--- src/rtl/mask_pkg.sv ---
// Shared definitions for the mask frame statistics block: default widths,
// the frame FSM state type and the empty bounding-box initial values.
package mask_pkg;

    localparam int X_W_DEF    = 10;
    localparam int AREA_W_DEF = 20;
    localparam int RUN_W_DEF  = 16;

    // Frame sequencing states
    typedef enum logic [1:0] {
        WAIT_SYNC = 2'd0,
        ACCUM     = 2'd1,
        FLUSH     = 2'd2
    } state_t;

    // An empty box starts inverted so the first mask pixel sets both edges
    localparam logic [31:0] BOX_MIN_INIT = 32'hFFFF_FFFF;
    localparam logic [31:0] BOX_MAX_INIT = 32'h0000_0000;

endpackage

--- src/rtl/mask_run_detector.sv ---
// Horizontal run-start detector for the registered pixel stream.
// Remembers the previous accepted pixel's mask and row and flags a mask=1
// pixel that opens a new run (previous pixel was 0, new row, column 0, or
// first pixel of a frame).
module mask_run_detector
    import mask_pkg::*;
#(
    parameter int X_W = X_W_DEF
) (
    input  logic           clk,
    input  logic           rst_n,
    input  logic           sync_clear,
    input  logic           frame_first,
    input  logic           pix_en,
    input  logic           mask,
    input  logic [X_W-1:0] tv_x,
    input  logic [X_W-1:0] tv_y,
    output logic           run_start
);

    logic           prev_mask;
    logic [X_W-1:0] prev_y;

    // Previous-pixel memory; forgotten outside a frame and at every frame start
    always_ff @(posedge clk or negedge rst_n) begin
        if (!rst_n) begin
            prev_mask <= 1'b0;
            prev_y    <= '0;
        end else if (sync_clear) begin
            prev_mask <= 1'b0;
        end else if (frame_first) begin
            prev_mask <= pix_en & mask;
            if (pix_en) begin
                prev_y <= tv_y;
            end
        end else if (pix_en) begin
            prev_mask <= mask;
            prev_y    <= tv_y;
        end
    end

    // A set pixel starts a run unless it directly continues one on the same row
    always_comb begin
        run_start = pix_en && mask &&
                    (frame_first || !prev_mask || (tv_y != prev_y) || (tv_x == '0));
    end

endmodule

--- src/rtl/mask_frame_stats.sv ---
// Per-frame statistics over the binary pixel mask: area, bounding box and
// horizontal run count, presented on a valid/ready port at each frame end.
// Optional feature macro: MASK_FRAME_STATS_RUNS_EN compiles in the run
// detector and counter; without it stat_runs is constant zero.
module mask_frame_stats
    import mask_pkg::*;
#(
    parameter int X_W    = X_W_DEF,
    parameter int AREA_W = AREA_W_DEF,
    parameter int RUN_W  = RUN_W_DEF
) (
    input  logic              clk,
    input  logic              rst_n,
    input  logic              pix_en,
    input  logic              frame_start,
    input  logic              mask,
    input  logic [X_W-1:0]    tv_x,
    input  logic [X_W-1:0]    tv_y,
    output logic              stat_valid,
    input  logic              stat_ready,
    output logic [AREA_W-1:0] stat_area,
    output logic [X_W-1:0]    stat_x_min,
    output logic [X_W-1:0]    stat_x_max,
    output logic [X_W-1:0]    stat_y_min,
    output logic [X_W-1:0]    stat_y_max,
    output logic [RUN_W-1:0]  stat_runs,
    output logic              stat_empty,
    output logic              stat_overrun
);

    localparam logic [X_W-1:0] MIN_INIT = BOX_MIN_INIT[X_W-1:0];
    localparam logic [X_W-1:0] MAX_INIT = BOX_MAX_INIT[X_W-1:0];

    state_t state;
    state_t state_next;

    logic           pix_en_r;
    logic           mask_r;
    logic [X_W-1:0] x_r;
    logic [X_W-1:0] y_r;

    logic [AREA_W-1:0] area_acc;
    logic [X_W-1:0]    x_min_acc;
    logic [X_W-1:0]    x_max_acc;
    logic [X_W-1:0]    y_min_acc;
    logic [X_W-1:0]    y_max_acc;

    logic [AREA_W-1:0] area_nxt;
    logic [X_W-1:0]    x_min_nxt;
    logic [X_W-1:0]    x_max_nxt;
    logic [X_W-1:0]    y_min_nxt;
    logic [X_W-1:0]    y_max_nxt;

    logic [AREA_W-1:0] base_area;
    logic [X_W-1:0]    base_x_min;
    logic [X_W-1:0]    base_x_max;
    logic [X_W-1:0]    base_y_min;
    logic [X_W-1:0]    base_y_max;

    logic count_en;
    logic latch;
    logic accept_latch;
    logic overrun_flag;

    // Input stage: one register on the pixel stream ahead of the accumulators
    always_ff @(posedge clk or negedge rst_n) begin
        if (!rst_n) begin
            pix_en_r <= 1'b0;
            mask_r   <= 1'b0;
            x_r      <= '0;
            y_r      <= '0;
        end else begin
            pix_en_r <= pix_en;
            mask_r   <= mask;
            x_r      <= tv_x;
            y_r      <= tv_y;
        end
    end

    // Frame FSM state register
    always_ff @(posedge clk or negedge rst_n) begin
        if (!rst_n) begin
            state <= WAIT_SYNC;
        end else begin
            state <= state_next;
        end
    end

    // Frame FSM next state: FLUSH lets the last in-flight pixel land before
    // the totals are latched; a new frame_start during FLUSH flushes again
    always_comb begin
        state_next = state;
        case (state)
            WAIT_SYNC: if (frame_start) state_next = ACCUM;
            ACCUM:     if (frame_start) state_next = FLUSH;
            FLUSH:     state_next = frame_start ? FLUSH : ACCUM;
            default:   state_next = WAIT_SYNC;
        endcase
    end

    assign count_en     = pix_en_r && mask_r && (state != WAIT_SYNC);
    assign latch        = (state == FLUSH);
    assign accept_latch = latch && !(stat_valid && !stat_ready);

    // Next accumulator values; FLUSH restarts from the empty frame so the
    // pixel registered alongside frame_start is counted in the new frame
    always_comb begin
        base_area  = '0;
        base_x_min = MIN_INIT;
        base_x_max = MAX_INIT;
        base_y_min = MIN_INIT;
        base_y_max = MAX_INIT;
        if (state == ACCUM) begin
            base_area  = area_acc;
            base_x_min = x_min_acc;
            base_x_max = x_max_acc;
            base_y_min = y_min_acc;
            base_y_max = y_max_acc;
        end
        area_nxt  = base_area;
        x_min_nxt = base_x_min;
        x_max_nxt = base_x_max;
        y_min_nxt = base_y_min;
        y_max_nxt = base_y_max;
        if (count_en) begin
            if (base_area != '1) begin
                area_nxt = base_area + AREA_W'(1);
            end
            if (x_r < base_x_min) x_min_nxt = x_r;
            if (x_r > base_x_max) x_max_nxt = x_r;
            if (y_r < base_y_min) y_min_nxt = y_r;
            if (y_r > base_y_max) y_max_nxt = y_r;
        end
    end

    // Area and bounding-box accumulators
    always_ff @(posedge clk or negedge rst_n) begin
        if (!rst_n) begin
            area_acc  <= '0;
            x_min_acc <= MIN_INIT;
            x_max_acc <= MAX_INIT;
            y_min_acc <= MIN_INIT;
            y_max_acc <= MAX_INIT;
        end else begin
            area_acc  <= area_nxt;
            x_min_acc <= x_min_nxt;
            x_max_acc <= x_max_nxt;
            y_min_acc <= y_min_nxt;
            y_max_acc <= y_max_nxt;
        end
    end

    // Result handshake: a result arriving while the previous one is still
    // unaccepted is dropped and remembered for the next delivered result
    always_ff @(posedge clk or negedge rst_n) begin
        if (!rst_n) begin
            stat_valid   <= 1'b0;
            overrun_flag <= 1'b0;
        end else if (latch) begin
            if (stat_valid && !stat_ready) begin
                overrun_flag <= 1'b1;
            end else begin
                stat_valid   <= 1'b1;
                overrun_flag <= 1'b0;
            end
        end else if (stat_valid && stat_ready) begin
            stat_valid <= 1'b0;
        end
    end

    // Result data registers, held stable until the next accepted latch
    always_ff @(posedge clk or negedge rst_n) begin
        if (!rst_n) begin
            stat_area    <= '0;
            stat_x_min   <= '0;
            stat_x_max   <= '0;
            stat_y_min   <= '0;
            stat_y_max   <= '0;
            stat_empty   <= 1'b0;
            stat_overrun <= 1'b0;
        end else if (accept_latch) begin
            stat_area    <= area_acc;
            stat_x_min   <= x_min_acc;
            stat_x_max   <= x_max_acc;
            stat_y_min   <= y_min_acc;
            stat_y_max   <= y_max_acc;
            stat_empty   <= (area_acc == '0);
            stat_overrun <= overrun_flag;
        end
    end

`ifdef MASK_FRAME_STATS_RUNS_EN
    logic             run_start;
    logic [RUN_W-1:0] runs_acc;
    logic [RUN_W-1:0] runs_nxt;
    logic [RUN_W-1:0] base_runs;

    mask_run_detector #(
        .X_W (X_W)
    ) u_run_detector (
        .clk         (clk),
        .rst_n       (rst_n),
        .sync_clear  (state == WAIT_SYNC),
        .frame_first (state == FLUSH),
        .pix_en      (pix_en_r && (state != WAIT_SYNC)),
        .mask        (mask_r),
        .tv_x        (x_r),
        .tv_y        (y_r),
        .run_start   (run_start)
    );

    // Next run count, restarting from zero on the same terms as the area
    always_comb begin
        base_runs = (state == ACCUM) ? runs_acc : '0;
        runs_nxt  = base_runs;
        if (run_start && (base_runs != '1)) begin
            runs_nxt = base_runs + RUN_W'(1);
        end
    end

    // Run counter
    always_ff @(posedge clk or negedge rst_n) begin
        if (!rst_n) begin
            runs_acc <= '0;
        end else begin
            runs_acc <= runs_nxt;
        end
    end

    // Run count result register, loaded with the other result fields
    always_ff @(posedge clk or negedge rst_n) begin
        if (!rst_n) begin
            stat_runs <= '0;
        end else if (accept_latch) begin
            stat_runs <= runs_acc;
        end
    end
`else
    assign stat_runs = '0;
`endif

endmodule

--- config.mk ---
export PLATFORM = sky130hd
export DESIGN_NAME = mask_frame_stats
export DESIGN_NICKNAME = d
export VERILOG_FILES = /design/src/rtl/mask_pkg.sv /design/src/rtl/mask_run_detector.sv /design/src/rtl/mask_frame_stats.sv
export SDC_FILE = /design/constraint.sdc
export NUM_CORES = 1
export LEC_CHECK = 0
export CAP_MARGIN = 0
export CORE_AREA = 2 2 121 123
export CTS_CLUSTER_SIZE = 25
export DETAILED_ROUTE_END_ITERATION = 10
export DIE_AREA = 0 0 123 125
export GPL_TIMING_DRIVEN = 0
export PLACE_DENSITY = 0.82
export SLEW_MARGIN = 40
export SYNTH_ARGS = -nofsm -noshare
export SYNTH_HDL_FRONTEND = slang
export SYNTH_SLANG_ARGS = --single-unit
--- constraint.sdc ---
create_clock -name clk -period 3.7 [get_ports clk]
set_input_delay 0.925 -clock clk [delete_from_list [all_inputs] [get_ports clk]]
set_output_delay 0.925 -clock clk [all_outputs]
set_load 0.01 [all_outputs]
==> flow_summary.ini, run 1 <==
[outcome]
outcome = complete, no violations

[timing]
skew_ps = 7.68
fin_crit_ps = 3330
setup_viol = 0
slew_violations = 0
rsz0062_at_grt = no
slew_headroom_pct = 53.9
max_freq_mhz = 300
hold_viol = 0
period_share_pct = 90.1
worst_slew_pin_slew_ps = 692
whs_ps = 368
finalSetupTns_ps = 0

[yosys]
synth_edf_count = 0
synth.distinct_cells = 45
ys_seq_elements = 148
seq_area_frac_synth_pct = 54.3
syn_avg_cell_area_um2 = 12.2
synth_cells = 564
synthFlopType = dfrtp_1
syn_area_um2 = 6870
yosysWarnings = 0
ys_async_sr_fraction_pct = 100

[detailed_routing]
dr.pass1.iters = 4
final_antenna_net_count = 0
wl_um = 15200
drt_iter0_markers = 289
viasPerCell = 5.26
drc = 0
num_vias = 4657
wl_per_cell_um = 17.2

[cts]
cts.sink_count = 148
cts_buffer_depth = 2
cts_buffers = 17
htree_levels = 4
clk_latency_ps = 420
clock-root-buffer = clkbuf_16
hold_buffers = 0
cts_tree = done
cts_resized = 0
post_cts_buffers = 0
clk_pin_slew_ps = 60

[placement]
port_buffers = 88
dp.cells = 853
gp_congestion = 0.880
hpwl_um = 10900

[finish]
layout_common_cells = dfrtp_1, clkdlybuf4s50_1, mux2_2
multiInputGateArea_um2 = 2880
fin_nets = 753
diodes = 0
syn_to_final_growth_pct = 27.3
final_common_cell = dfrtp_1
fin_cells = 885
seqCellArea_um2 = 3730
nFillCells = 1114
layout-drive-gt1-share_pct = 22.3

[global_route]
grt_pass1_vias = 4904
antenna_found_initial = 0
grt_max_degree = 60
grt_pass1_wl_um = 24300
grt_overflow_total = 0
grt_util_all_layers_pct = 20.6

[min_path]
hold_path_class = in -> async

[floorplan]
die_h_um = 125
dieArea_um2 = 15400
io_pins = 105
rows = 44
fp.dieW_um = 123
core_area_um2 = 14200
initial_core_util_pct = 48.3

[critical_path]
worstSetupPathType = reg -> reg
cp.required_ps = 4000
cp-end-kind = flop
critPathMaxFanout = 10
startpoint_type = flop
worstPathArrival_ps = 3640

[power_and_ir_drop]
power_mw = 5.48
power_density_nw_per_um2 = 626
ir_drop_uv = 360
leakage_nw = 4.01

[job]
drv_cap = 0
[kinds of logic after synthesis]
family,Yosys count,synth area share (%)
adder cells (fa/ha/maj),39,7.11
other,1,0.0546
XOR/XNOR,14,1.79
AND/OR/NAND/NOR,142,10.6
flip-flops,148,54.3
multiplexers,101,15.9
AO/OA/AOI/OAI,57,5.72
buffers and inverters,62,4.63
[cell type report]
class | count | area share, %
repair buffers | 90 | 10.8
multi-input cells | 369 | 32.9
clock buffers | 19 | 5.07
inverters | 26 | 1.12
clock inverters | 13 | 2.36
plain buffers | 36 | 2.52
well taps | 184 | 2.63
flip-flops and latches | 148 | 42.6
[cell usage after synthesis, drive strengths merged (4+ instances only)]
library cell  count  area share (%)
o21ai            15             1.1
nor3              5            0.44
xnor2             8             1.0
nand2            39             2.1
and2              6            0.55
and4              5            0.71
and3              7            0.64
inv              26             1.4
mux2             62              10
xor2              6            0.77
a211oi            8            0.95
nand4            12             1.1
a21oi            12            0.93
nor4              8            0.95
a21o              6            0.66
buf              29             2.8
mux2i            39             5.7
nor2             43             2.4
nand3             9            0.73
a31oi             4            0.36
ha               39             7.1
dfstp            20             7.7
dfrtp           128              47
clkbuf            7            0.38
[per-stage QoR]
stage          cell area [um^2]  util, %  worst slack, ps
2_1_floorplan              6920        -             1010
3_3_place_gp               8030     56.6            -3900
3_5_place_dp               8090     57.0              371
4_1_cts                    8740     61.6              358
5_1_grt                    8740     61.6              196
6_report                   8740     61.6              367
[state kept, by name, summed over array words and instances (netlist names), 2 cells and up]
| name | count |
|---|---|
| x_max_acc | 10 |
| y_r | 10 |
| stat_x_max | 10 |
| state | 2 |
| stat_area | 20 |
| stat_y_max | 10 |
| y_min_acc | 10 |
| y_max_acc | 10 |
| stat_y_min | 10 |
| area_acc | 20 |
| x_r | 10 |
| x_min_acc | 10 |
| stat_x_min | 10 |
[report_power, final]
part | internal, mW | total, mW | switching (mW) | leakage, nW
sequential | 1.96 | 2.17 | 0.206 | 1.83
clock | 1.21 | 1.88 | 0.664 | 0.313
combinational | 0.762 | 1.43 | 0.669 | 1.86
total | 3.94 | 5.48 | 1.54 | 4.01
[routing by layer]
metal / routed length [um] / GRT usage, % / part of all wire (%)
met5: 0 / 0 / 0
met4: 252 / 7.69 / 1.7
met3: 704 / 4.43 / 4.6
met2: 7710 / 34.1 / 51
met1: 6540 / 26.4 / 43
[critical path, cell delays in order (launching register included)]
cell and delay [ps]:
dfrtp_1 450, and2b_4 330, clkbuf_1 400, buf_2 350, nand2_1 120, ha_1 300, nand4_1 150, nor2_1 170
a21o_1 130, o31a_1 120, buf_2 310, mux2_2 380
[path summary, 6_finish.rpt]
check                                 to         start  slack [ps]  cells after the start
max                         y_max_acc[0]      state[1]         370                     11
min                        stat_y_max[1]         rst_n         370                      1
max reg2reg                 y_max_acc[0]      state[1]         370                     11
min reg2reg                 stat_area[6]  stat_area[6]         480                      2
max in group asynchronous   x_min_acc[4]         rst_n        2710                      2
min in group clk            stat_area[6]  stat_area[6]         480                      2
(Power assumes the default switching activity.)
==> run 2: changes to the inputs <==
Settings changed: HOLD_SLACK_MARGIN set to 0.12.
Clock period 3.7 ns to 3.3 ns, I/O delays scaled along.
==> run 2 against run 1 <==
  * Sequential power grew 12%
  * Sequential share of layout area is essentially flat
  * Clock power grew 12%
  * Via count shrank 0.37%
  * Cell area is essentially flat
  * Routed wire length shrank 0.32%
  * Count of clock-buffer cells in the layout is the same
  * Worst hold slack lost 100 ps
==> flow_summary.ini, run 2 (synthesized netlist as in run 1, its figures left out) <==
[outcome]
outcome = complete, no violations

[critical_path]
startpoint_type = flop
r2r_start = state[1]
worstPathCellList = nand2b_1, clkbuf_1, nor2_1, ha_1, nand2_1, nor3_1, a21oi_1, o21ai_0, buf_2, mux2i_1
cp.required_ps = 3640
ff2ff_path_depth = 10
worstSetupPathType = reg -> reg
worstPathArrival_ps = 3340
cp_slowest_cell = clkbuf_1
cp-end-kind = flop
ff2ff_setup_slack_ps = 300
critPathMaxFanout = 10
max_stage_delay_ps = 540
r2r_end = x_min_acc[7]

[placement]
port_buffers = 88
gp_congestion = 0.880
hpwl_um = 10900
place_ws_ps = -28.5

[timing]
skew_ps = 8.69
slew_headroom_pct = 55.1
fin_ws_ps = 302
hold_viol = 0
max_freq_mhz = 334
whs_ps = 267
setup_viol = 0
slew_violations = 0
rsz0062_at_grt = no
worst_slew_pin_slew_ps = 674
finalSetupTns_ps = 0
fin_crit_ps = 3000
period_share_pct = 90.8

[cts]
cts_buffers = 17
cts.sink_count = 148
htree_levels = 4
cts_tree = done
hold_buffers = 0
clk_pin_slew_ps = 60
clk_latency_ps = 420
cts_resized = 0
clock-root-buffer = clkbuf_16
cts_buffer_depth = 2

[detailed_routing]
drc = 0
drt_iter0_markers = 282
final_antenna_net_count = 0
wl_um = 15200
dr.pass1.iters = 4
wl_per_cell_um = 17.1
viasPerCell = 5.25
num_vias = 4640

[power_and_ir_drop]
power.share.clock_pct = 34.4
internal-power_mw = 4.41
power_density_nw_per_um2 = 702
ir_drop_uv = 407
leakage_nw = 4.01
p_switching_mw = 1.73
swShare_pct = 28.1
p_comb_share_pct = 26.0
sequentialPowerShare_pct = 39.6

[floorplan]
initial_core_util_pct = 48.3
rows = 44
dieArea_um2 = 15400
die_h_um = 125
core_area_um2 = 14200
fp.dieW_um = 123
io_pins = 105

[finish]
final_common_cell = dfrtp_1
postLayoutCoreUtil_pct = 61.5
layout-drive-gt1-share_pct = 22.3
syn_to_final_growth_pct = 27.3
layout_common_cells = dfrtp_1, clkdlybuf4s50_1, mux2_2
diodes = 0
top_regs = area_acc x20, stat_area x20
fin_nets = 752
nFillCells = 1115

[global_route]
antenna_found_initial = 0
grt_max_degree = 60
grt_pass1_vias = 4891
grt_util_all_layers_pct = 20.5
grt_pass1_wl_um = 24200
grt_overflow_total = 0

[job]
drv_cap = 0

[min_path]
hold_path_class = in -> async
-- run 2: cell count changes in the layout (fill, tap and decap cells not counted), sizes merged --
cell,delta
clkbuf,-1
-- run 2: cell type report --
class	instances	area, um^2	share of cell area [%]
multi-input combinational	369	2880	32.9
clock inverter	13	206	2.36
tap	184	230	2.63
clock buffer	19	443	5.07
timing repair buffer	90	941	10.8
sequential	148	3730	42.7
inverter	26	97.6	1.12
buffer	35	216	2.48
-- run 2: repair_timing --
item	4_1_cts	5_1_grt
endpoints found under the hold margin	0	0
buffers inserted	0	0
endpoints found under the setup margin	1	0
-- run 2: metal layers --
layer / wire length (um) / global-route usage [%] / part of all wire [%]
met4: 232 / 7.29 / 1.5
met2: 7680 / 34.3 / 51
met1: 6540 / 26.2 / 43
met5: 0 / 0 / 0
met3: 709 / 4.61 / 4.7
-- run 2: worst max-delay path by stage --
stage | end | cells past startpoint | from
after CTS | x_min_acc[7] | 10 | state[1]
final | x_min_acc[7] | 10 | state[1]
after global routing | x_min_acc[5] | 10 | state[1]
after detailed placement | y_max_acc[0] | 11 | state[1]
after floorplan | y_max_acc[0] | 11 | state[1]
after global placement | stat_x_max[8] | 1 | rst_n
-- run 2: per-stage QoR --
stage | total power [mW] | cell area, um^2 | cells
2_1_floorplan | 3.22 | 6920 | 579
5_1_grt | 6.43 | 8740 | 884
6_report | 6.14 | 8740 | 884
4_1_cts | 6.20 | 8740 | 884
3_3_place_gp | 4.01 | 8030 | 851
3_5_place_dp | 4.07 | 8090 | 853
-- run 2: critical path: cells and delay by family, from the launching register on --
kind,cells,cell delay [ps]
compound gates,2,260
fa+ha+maj,1,360
buf+inv,2,880
flops,1,460
mux,1,270
simple gates,4,690
-- run 2: power by group through the flow --
stage / registers (mW) / logic, mW / clock network (mW)
2_1_floorplan: 2.51 / 0.706 / 0
3_3_place_gp: 2.45 / 1.56 / 0
3_5_place_dp: 2.46 / 1.61 / 0
4_1_cts: 2.44 / 1.62 / 2.14
5_1_grt: 2.48 / 1.72 / 2.23
6_report: 2.43 / 1.60 / 2.11
==> run 3: changes to the inputs <==
Clock period 3.3 ns to 3 ns, I/O delays scaled along.
==> run 3 against run 2 <==
  * Fmax up 5.3%
  * Clock skew about the same
  * Via count down 0.30%
==> flow_summary.ini, run 3 (synthesized netlist as in run 1, its figures left out) <==
[finish]
layout-drive-gt1-share_pct = 22.6
multiInputGateArea_um2 = 2880
diodes = 0
fin_cells = 884
postLayoutCellArea_um2 = 8750
nFillCells = 1117
syn_to_final_growth_pct = 27.4
final_common_cell = dfrtp_1
seqCellArea_um2 = 3730
top_regs = area_acc x20, stat_area x20
fin_nets = 752
layout_common_cells = dfrtp_1, clkdlybuf4s50_1, mux2_2

[cts]
htree_levels = 4
clk_latency_ps = 430
cts_buffers = 17
clock-root-buffer = clkbuf_16
clk_pin_slew_ps = 60
cts_tree = done
cts_buffer_depth = 2
hold_buffers = 0
cts.sink_count = 148

[min_path]
hold_path_class = in -> async

[detailed_routing]
viasPerCell = 5.23
dr.pass1.iters = 4
wl_per_cell_um = 17.1
wl_um = 15200
num_vias = 4626
drc = 0
final_antenna_net_count = 0
drt_iter0_markers = 304

[critical_path]
cp.buffers_inverters = 2
cpLargestDelayFamily = simple AND/OR/NAND/NOR gates
ff2ff_path_depth = 10
r2r_end = x_max_acc[0]
worstSetupPathType = reg -> reg
startpoint_type = flop
max_stage_delay_ps = 450
worstPathCellList = and2b_4, clkbuf_4, nand2_1, ha_1, nand4_1, nor2_1, a21o_1, o31a_1, buf_4, mux2_2
r2r_start = state[1]
cp-end-kind = flop
cp_slowest_cell = dfrtp_1
ff2ff_setup_slack_ps = 150
cp.required_ps = 3310
critPathMaxFanout = 17
worstPathArrival_ps = 3150

[global_route]
grt_max_degree = 60
antenna_found_initial = 0
grt_pass1_vias = 4891
grt_pass1_wl_um = 24200
grt_util_all_layers_pct = 20.5
grt_overflow_total = 0

[floorplan]
initial_core_util_pct = 48.3
io_pins = 105
die_h_um = 125
core_area_um2 = 14200
fp.dieW_um = 123
rows = 44
dieArea_um2 = 15400

[timing]
slew_violations = 0
skew_ps = 8.66
slew_headroom_pct = 55.2
period_share_pct = 94.9
finalSetupTns_ps = 0
fin_ws_ps = 153
rsz0062_at_grt = no
fin_crit_ps = 2850
max_freq_mhz = 351
worst_slew_pin_slew_ps = 672
hold_viol = 0
setup_viol = 0

[placement]
place_ws_ps = -329
placed_area_um2 = 8090
dp.cells = 853
port_buffers = 88
hpwl_um = 10900
gp_congestion = 0.880

[power_and_ir_drop]
power_mw = 6.76
ir_drop_uv = 463
leakage_nw = 4.01
power_density_nw_per_um2 = 773

[outcome]
outcome = complete, no violations

[job]
drv_cap = 0
==> run 3: cell count changes in the layout (fill, tap and decap cells not counted) <==
cell      delta
buf_2        -3
clkbuf_4     +3
clkbuf_1     -2
clkbuf_2     +2
==> run 3: metrics by stage <==
step / utilization [%] / hold WS [ps]
after floorplan: - / 454
after global placement: 56.6 / 473
after detailed placement: 57.0 / 470
after CTS: 61.5 / 190
after global routing: 61.6 / 198
final: 61.6 / 187
==> run 3: how the worst max path moves through the flow <==
| stage | startpoint | end | slack, ps | cells past startpoint |
|---|---|---|---|---|
| after floorplan | state[1] | y_max_acc[0] | 310 | 11 |
| after global placement | rst_n | stat_x_max[8] | -4420 | 1 |
| after detailed placement | state[1] | y_max_acc[0] | -330 | 11 |
| after CTS | state[1] | y_max_acc[0] | 40 | 10 |
| after global routing | state[1] | y_max_acc[0] | 2 | 10 |
| final | state[1] | x_max_acc[0] | 150 | 10 |
==> run 3: metal layers <==
| metal | up-vias | global-route usage, % | part of all wire [%] |
|---|---|---|---|
| met4 | 0 | 7.29 | 1.7 |
| met5 | - | 0 | 0 |
| met2 | 111 | 34.3 | 51 |
| met1 | 2290 | 26.2 | 43 |
| met3 | 21 | 4.61 | 4.7 |
| li1 | 2204 | - | - |
==> run 3: repair_timing <==
item,CTS,global route
buffers inserted,0,0
endpoints found under the setup margin,27,22
gates resized for setup,1,5
==> run 3: where the power goes <==
group	switching (mW)	internal (mW)	leakage, nW
clock	0.823	1.50	0.313
sequential	0.253	2.42	1.83
combinational	0.822	0.947	1.87
total	1.90	4.86	4.01
==> run 3: final cells by class <==
cell class              instances  area share (%)
plain buffers                  35            2.59
clock buffers                  19            5.06
clock inverters                13            2.36
inverters                      26            1.12
multi-input cells             369            32.9
flip-flops and latches        148            42.6
well taps                     184            2.63
repair buffers                 90            10.8
